**config.mk**
```make
export PLATFORM = sky130hd
export DESIGN_NAME = riscv_mc_ctrl
export DESIGN_NICKNAME = d
export VERILOG_FILES = /design/src/rtl/riscv_mc_ctrl.sv
export SDC_FILE = /design/constraint.sdc
export NUM_CORES = 1
export LEC_CHECK = 0
export ABC_CLOCK_PERIOD_IN_PS = 1730
export BUFFER_PORTS_ARGS = -buffer_cell sky130_fd_sc_hd__buf_2
export CORE_MARGIN = 10
export CORE_UTILIZATION = 36
export CTS_CLUSTER_DIAMETER = 60
export DETAILED_ROUTE_END_ITERATION = 6
export PLACE_DENSITY = 0.84
export SYNTH_ARGS = -nofsm -noshare
export SYNTH_HDL_FRONTEND = slang
export SYNTH_SLANG_ARGS = --single-unit
```
**constraint.sdc**
```tcl
create_clock -name i_CLK -period 1.73 [get_ports i_CLK]
set_input_delay 0.173 -clock i_CLK [delete_from_list [all_inputs] [get_ports i_CLK]]
set_output_delay 0.173 -clock i_CLK [all_outputs]
set_load 0.01 [all_outputs]
```
**src/rtl/riscv_mc_ctrl.sv**
```systemverilog
// riscv_mc_ctrl: multi-cycle RV32I control sequencer (fetch/decode/exec/mem/wb)
module riscv_mc_ctrl #(
  parameter int BUS_WIDTH = 32
) (
  input  logic                 i_CLK,
  input  logic                 i_RST_N,
  input  logic [BUS_WIDTH-1:0] i_INSTR,
  input  logic                 i_MEM_READY,
  input  logic                 i_BR_TAKEN,
  output logic                 o_MEM_REQ,
  output logic                 o_MEM_WE,
  output logic                 o_ADDR_SRC,
  output logic                 o_IR_WE,
  output logic                 o_PC_WE,
  output logic [1:0]           o_PC_SRC,
  output logic                 o_ALU_SRCA,
  output logic                 o_ALU_SRCB,
  output logic [3:0]           o_ALU_OP,
  output logic                 o_REG_WE,
  output logic [1:0]           o_WB_SRC,
  output logic [2:0]           o_STATE,
  output logic                 o_ILLEGAL
);
  typedef enum logic [2:0] {
    FETCH  = 3'd0,
    DECODE = 3'd1,
    EXEC   = 3'd2,
    MEM    = 3'd3,
    WB     = 3'd4,
    HALT   = 3'd5
  } state_t;
  state_t state, state_nxt;
  logic illegal;
  logic [6:0] opc;
  logic [2:0] f3;
  logic alt, alu_act, legal;
  logic is_r, is_opi, is_load, is_store, is_branch, is_jal, is_jalr, is_lui, is_auipc;
  logic unused_instr;
  assign opc = i_INSTR[6:0];
  assign f3 = i_INSTR[14:12];
  assign alt = i_INSTR[30];
  assign unused_instr = ^{i_INSTR[BUS_WIDTH-1:31], i_INSTR[29:15], i_INSTR[11:7]};
  assign is_r = opc == 7'b0110011;
  assign is_opi = opc == 7'b0010011;
  assign is_load = opc == 7'b0000011;
  assign is_store = opc == 7'b0100011;
  assign is_branch = opc == 7'b1100011;
  assign is_jal = opc == 7'b1101111;
  assign is_jalr = opc == 7'b1100111;
  assign is_lui = opc == 7'b0110111;
  assign is_auipc = opc == 7'b0010111;
  // every listed opcode ends in 2'b11, so the low-bit rule is implied by this match
  assign legal = is_r | is_opi | is_load | is_store | is_branch | is_jal | is_jalr | is_lui | is_auipc;
  // ALU controls are decoded from the opcode and held through EXEC, MEM and WB
  assign alu_act = state == EXEC || state == MEM || state == WB;
  assign o_ALU_OP = !alu_act ? 4'd0 :
                    is_branch ? 4'b1000 :
                    (is_r || (is_opi && f3 == 3'b101)) ? {alt, f3} :
                    is_opi ? {1'b0, f3} : 4'd0;
  assign o_ALU_SRCA = alu_act && is_auipc;
  assign o_ALU_SRCB = alu_act && (is_opi || is_load || is_store || is_auipc || is_jalr);
  assign o_STATE = state;
  assign o_ILLEGAL = illegal;
  // state register and sticky illegal flag
  always_ff @(posedge i_CLK or negedge i_RST_N) begin
    if (!i_RST_N) begin
      state <= FETCH;
      illegal <= 1'b0;
    end else begin
      state <= state_nxt;
      if (state == DECODE && !legal) illegal <= 1'b1;
    end
  end
  // next-state and datapath enables
  always_comb begin
    state_nxt = state;
    o_MEM_REQ = 1'b0;
    o_MEM_WE = 1'b0;
    o_ADDR_SRC = 1'b0;
    o_IR_WE = 1'b0;
    o_PC_WE = 1'b0;
    o_PC_SRC = 2'd0;
    o_REG_WE = 1'b0;
    o_WB_SRC = 2'd0;
    case (state)
      FETCH: begin
        o_MEM_REQ = 1'b1;
        o_IR_WE = i_MEM_READY;
        o_PC_WE = i_MEM_READY;
        if (i_MEM_READY) state_nxt = DECODE;
      end
      DECODE: state_nxt = legal ? EXEC : HALT;
      EXEC: begin
        o_PC_WE = is_jal || is_jalr || (is_branch && i_BR_TAKEN);
        o_PC_SRC = is_jalr ? 2'd2 : (is_jal || is_branch) ? 2'd1 : 2'd0;
        o_REG_WE = is_jal || is_jalr;
        o_WB_SRC = (is_jal || is_jalr) ? 2'd2 : 2'd0;
        state_nxt = (is_load || is_store) ? MEM : (is_branch || is_jal || is_jalr) ? FETCH : WB;
      end
      MEM: begin
        o_MEM_REQ = 1'b1;
        o_ADDR_SRC = 1'b1;
        o_MEM_WE = is_store;
        if (i_MEM_READY) state_nxt = is_load ? WB : FETCH;
      end
      WB: begin
        o_REG_WE = 1'b1;
        o_WB_SRC = is_load ? 2'd1 : is_lui ? 2'd3 : 2'd0;
        state_nxt = FETCH;
      end
      default: state_nxt = HALT;
    endcase
  end
endmodule

```
==> results.py <==
metrics = {
    "outcome": {
        "status": "finished clean",
    },
    "logic_synthesis": {
        "async_flop_share": 1.00,
        "syn_area_um2": 613,
        "synth_cell_types": 43,
        "synth_top_cell_by_area": "dfrtp_1",
        "synthTopCellsByCount": "5 x nand2_1, 5 x nand2b_1, 5 x nor2_1",
        "ys.flop_type": "dfrtp_1",
        "synth_top_area_frac": 0.163,
        "ys_ff_latch": 4,
        "synth_area_leaders": "dfrtp_1 16%, nand2b_1 5.1%, and2_1 4.1%, nor2b_1 4.1%, nand3b_1 3.7%",
        "avgSynthCellArea_um2": 7.76,
        "seq_area_frac_synth": 0.163,
        "synthCells": 79,
        "synth-edff-count": 0,
        "yosysWarnings": 0,
        "synth_nets": 115,
    },
    "clock_tree": {
        "clock_path_buffers": 2,
        "clock-sinks": 4,
        "numCtsBuffers": 3,
        "clk_pin_slew_worst_paths_ns": 0.03,
        "clock_latency_ns": 0.23,
        "cts.htree.levels": 1,
        "cts_tree": "done",
        "cts_root_buf": "clkbuf_4",
    },
    "drt": {
        "routed_via_density": 5.87,
        "wl_met2_um": 1080,
        "drt_first_pass_iters": 4,
        "drc": 0,
        "highest_layer": "met3",
        "wl_met3_um": 205,
        "drt_iter0_drc": 20,
        "wl_met1_um": 831,
        "vias": 786,
        "ant_nets": 0,
        "wire_per_inst_um": 15.8,
        "wl_um": 2120,
    },
    "finish": {
        "fin_nets": 156,
        "area_growth_pct": 44.1,
        "drive_above_1_share": 0.449,
        "insertedDiodeCount": 0,
    },
    "timing": {
        "setup_viol": 0,
        "worst_pin_slew_ns": 0.286,
        "fmax_mhz": 602,
        "fin_skew_ns": 0.00238,
        "min_period_ns": 1.66,
        "hold_violations": 0,
        "setup_ws_ns": 0.0676,
        "min_period_over_period": 0.961,
        "max_slew_margin": 0.809,
        "drv_slew": 0,
        "hold_slack_ns": 0.250,
    },
    "hold_path": {
        "hp-start": "i_INSTR[1]",
        "min_to": "o_STATE[1]",
        "min_path_type": "input port to register",
        "holdPathStages": 3,
    },
    "floorplan": {
        "die-area_um2": 3750,
        "die_h_um": 61.3,
        "fp-row-count": 14,
        "die_width_um": 61.3,
        "core_area_um2": 1560,
        "top_level_ports": 56,
        "start_util": 0.393,
    },
    "placed_design": {
        "dp_hpwl_um": 1690,
        "numPortBuffers": 34,
        "place.gp.congestion": 0.882,
        "dpl_worst_slack_ns": 0.241,
    },
    "global_route": {
        "track_usage": 0.110,
        "antenna_found_initial": 0,
        "grt-ovfl-total": 0,
        "grt_pass1_wl_um": 3310,
        "grt_max_degree": 17,
        "grt_pass1_vias": 761,
    },
    "pwr": {
        "cellLeakagePower_nw": 0.398,
        "cellPowerDensity_nw_per_um2": 691,
        "ir_drop_uv": 323,
        "finalPower_uw": 610,
    },
    "critical_path": {
        "r2r_start": "o_STATE[0]",
        "arrival_ns": 1.49,
        "rr_endpoint": "o_STATE[2]",
        "required_ns": 1.56,
        "critPathLaunchType": "register",
        "r2r_slack_ns": 0.39,
        "crit_chain": "buf_4 -> or2_2 -> o22ai_2 -> buf_2",
        "slowest_stage": "dfrtp_1",
        "cp.depth": 4,
        "cp_top_family": "flip-flops",
        "max_stage_delay_ns": 0.40,
        "critPathMaxFanout": 6,
        "path_buf_inv": 2,
        "endpoint_kind": "output port",
        "cp-startpoint": "o_STATE[1]",
        "rr_worst_depth": 5,
        "criticalPathCategory": "register to output port",
    },
    "run": {
        "cap_violations": 0,
    },
}
[through the flow]
step                      setup TNS, ns  utilization  cell area (um^2)  instances
after CTS                             0        0.540               842        133
after floorplan                       0            -               613         79
final                                 0        0.567               883        134
after detailed placement              0        0.518               808        129
after global placement                0        0.518               808        129
after global routing           -0.00551        0.567               883        134
[layout make-up]
class | instances | area, um^2
clock buffers | 3 | 22.5
inverters | 3 | 11.3
well taps | 16 | 20.0
multi-input cells | 68 | 508
fillers | 150 | 676
flip-flops and latches | 4 | 100
repair buffers | 40 | 221
[where the power goes]
group          leakage [nW]  switching [mW]  total [mW]  internal [mW]
clock network        0.0138          0.0338       0.111         0.0773
logic                 0.342           0.207       0.366          0.159
registers            0.0419          0.0194       0.133          0.113
total                 0.398           0.261       0.610          0.349
[worst max-delay path by stage]
stage                             end
after floorplan            o_ALU_SRCA
after global placement    o_PC_SRC[1]
after detailed placement  o_PC_SRC[1]
after CTS                  o_ALU_SRCA
after global routing      o_WB_SRC[1]
final                         o_PC_WE
[worst min-delay path, stage by stage]
cell	delay, ns
buf_2	0.12
o2111ai_1	0.08
a21oi_1	0.06
[layout by cell type (no fill, tap or decap), types with 2 or more instances in the layout]
cell,instances
and3_1,2
nand3b_1,3
and2_1,4
nor3_1,4
inv_1,3
nand3_1,2
nand2_1,5
buf_2,34
dfrtp_1,4
buf_4,4
nand2b_1,5
nor2b_1,4
a21oi_1,4
clkbuf_4,3
nor2_1,5
[repair_timing]
| action | in CTS | in global routing |
|---|---|---|
| setup endpoints to repair | 2 | 7 |
| buffers inserted | 0 | 1 |
| gates resized for setup | 1 | 6 |
| hold buffers | 1 | 0 |
| pin swaps | 0 | 2 |
| hold endpoints to repair | 4 | 0 |
[routing by layer]
| metal | vias to the layer above | GRT usage |
|---|---|---|
| li1 | 383 | - |
| met4 | 0 | 0.0293 |
| met2 | 34 | 0.191 |
| met5 | - | 0 |
| met1 | 369 | 0.127 |
| met3 | 0 | 0.0350 |
[flip-flops by register name, summed over array words and instances, names as in the netlist]
| register | flops |
|---|---|
| o_ILLEGAL | 1 |
| o_STATE | 3 |
[cell families after synthesis]
logic type,after synthesis,share of synthesized area
flops,4,0.163
buf+inv,7,0.0592
simple gates,46,0.465
compound gates,22,0.312
Note: power is estimated with default switching activity, not from simulation.
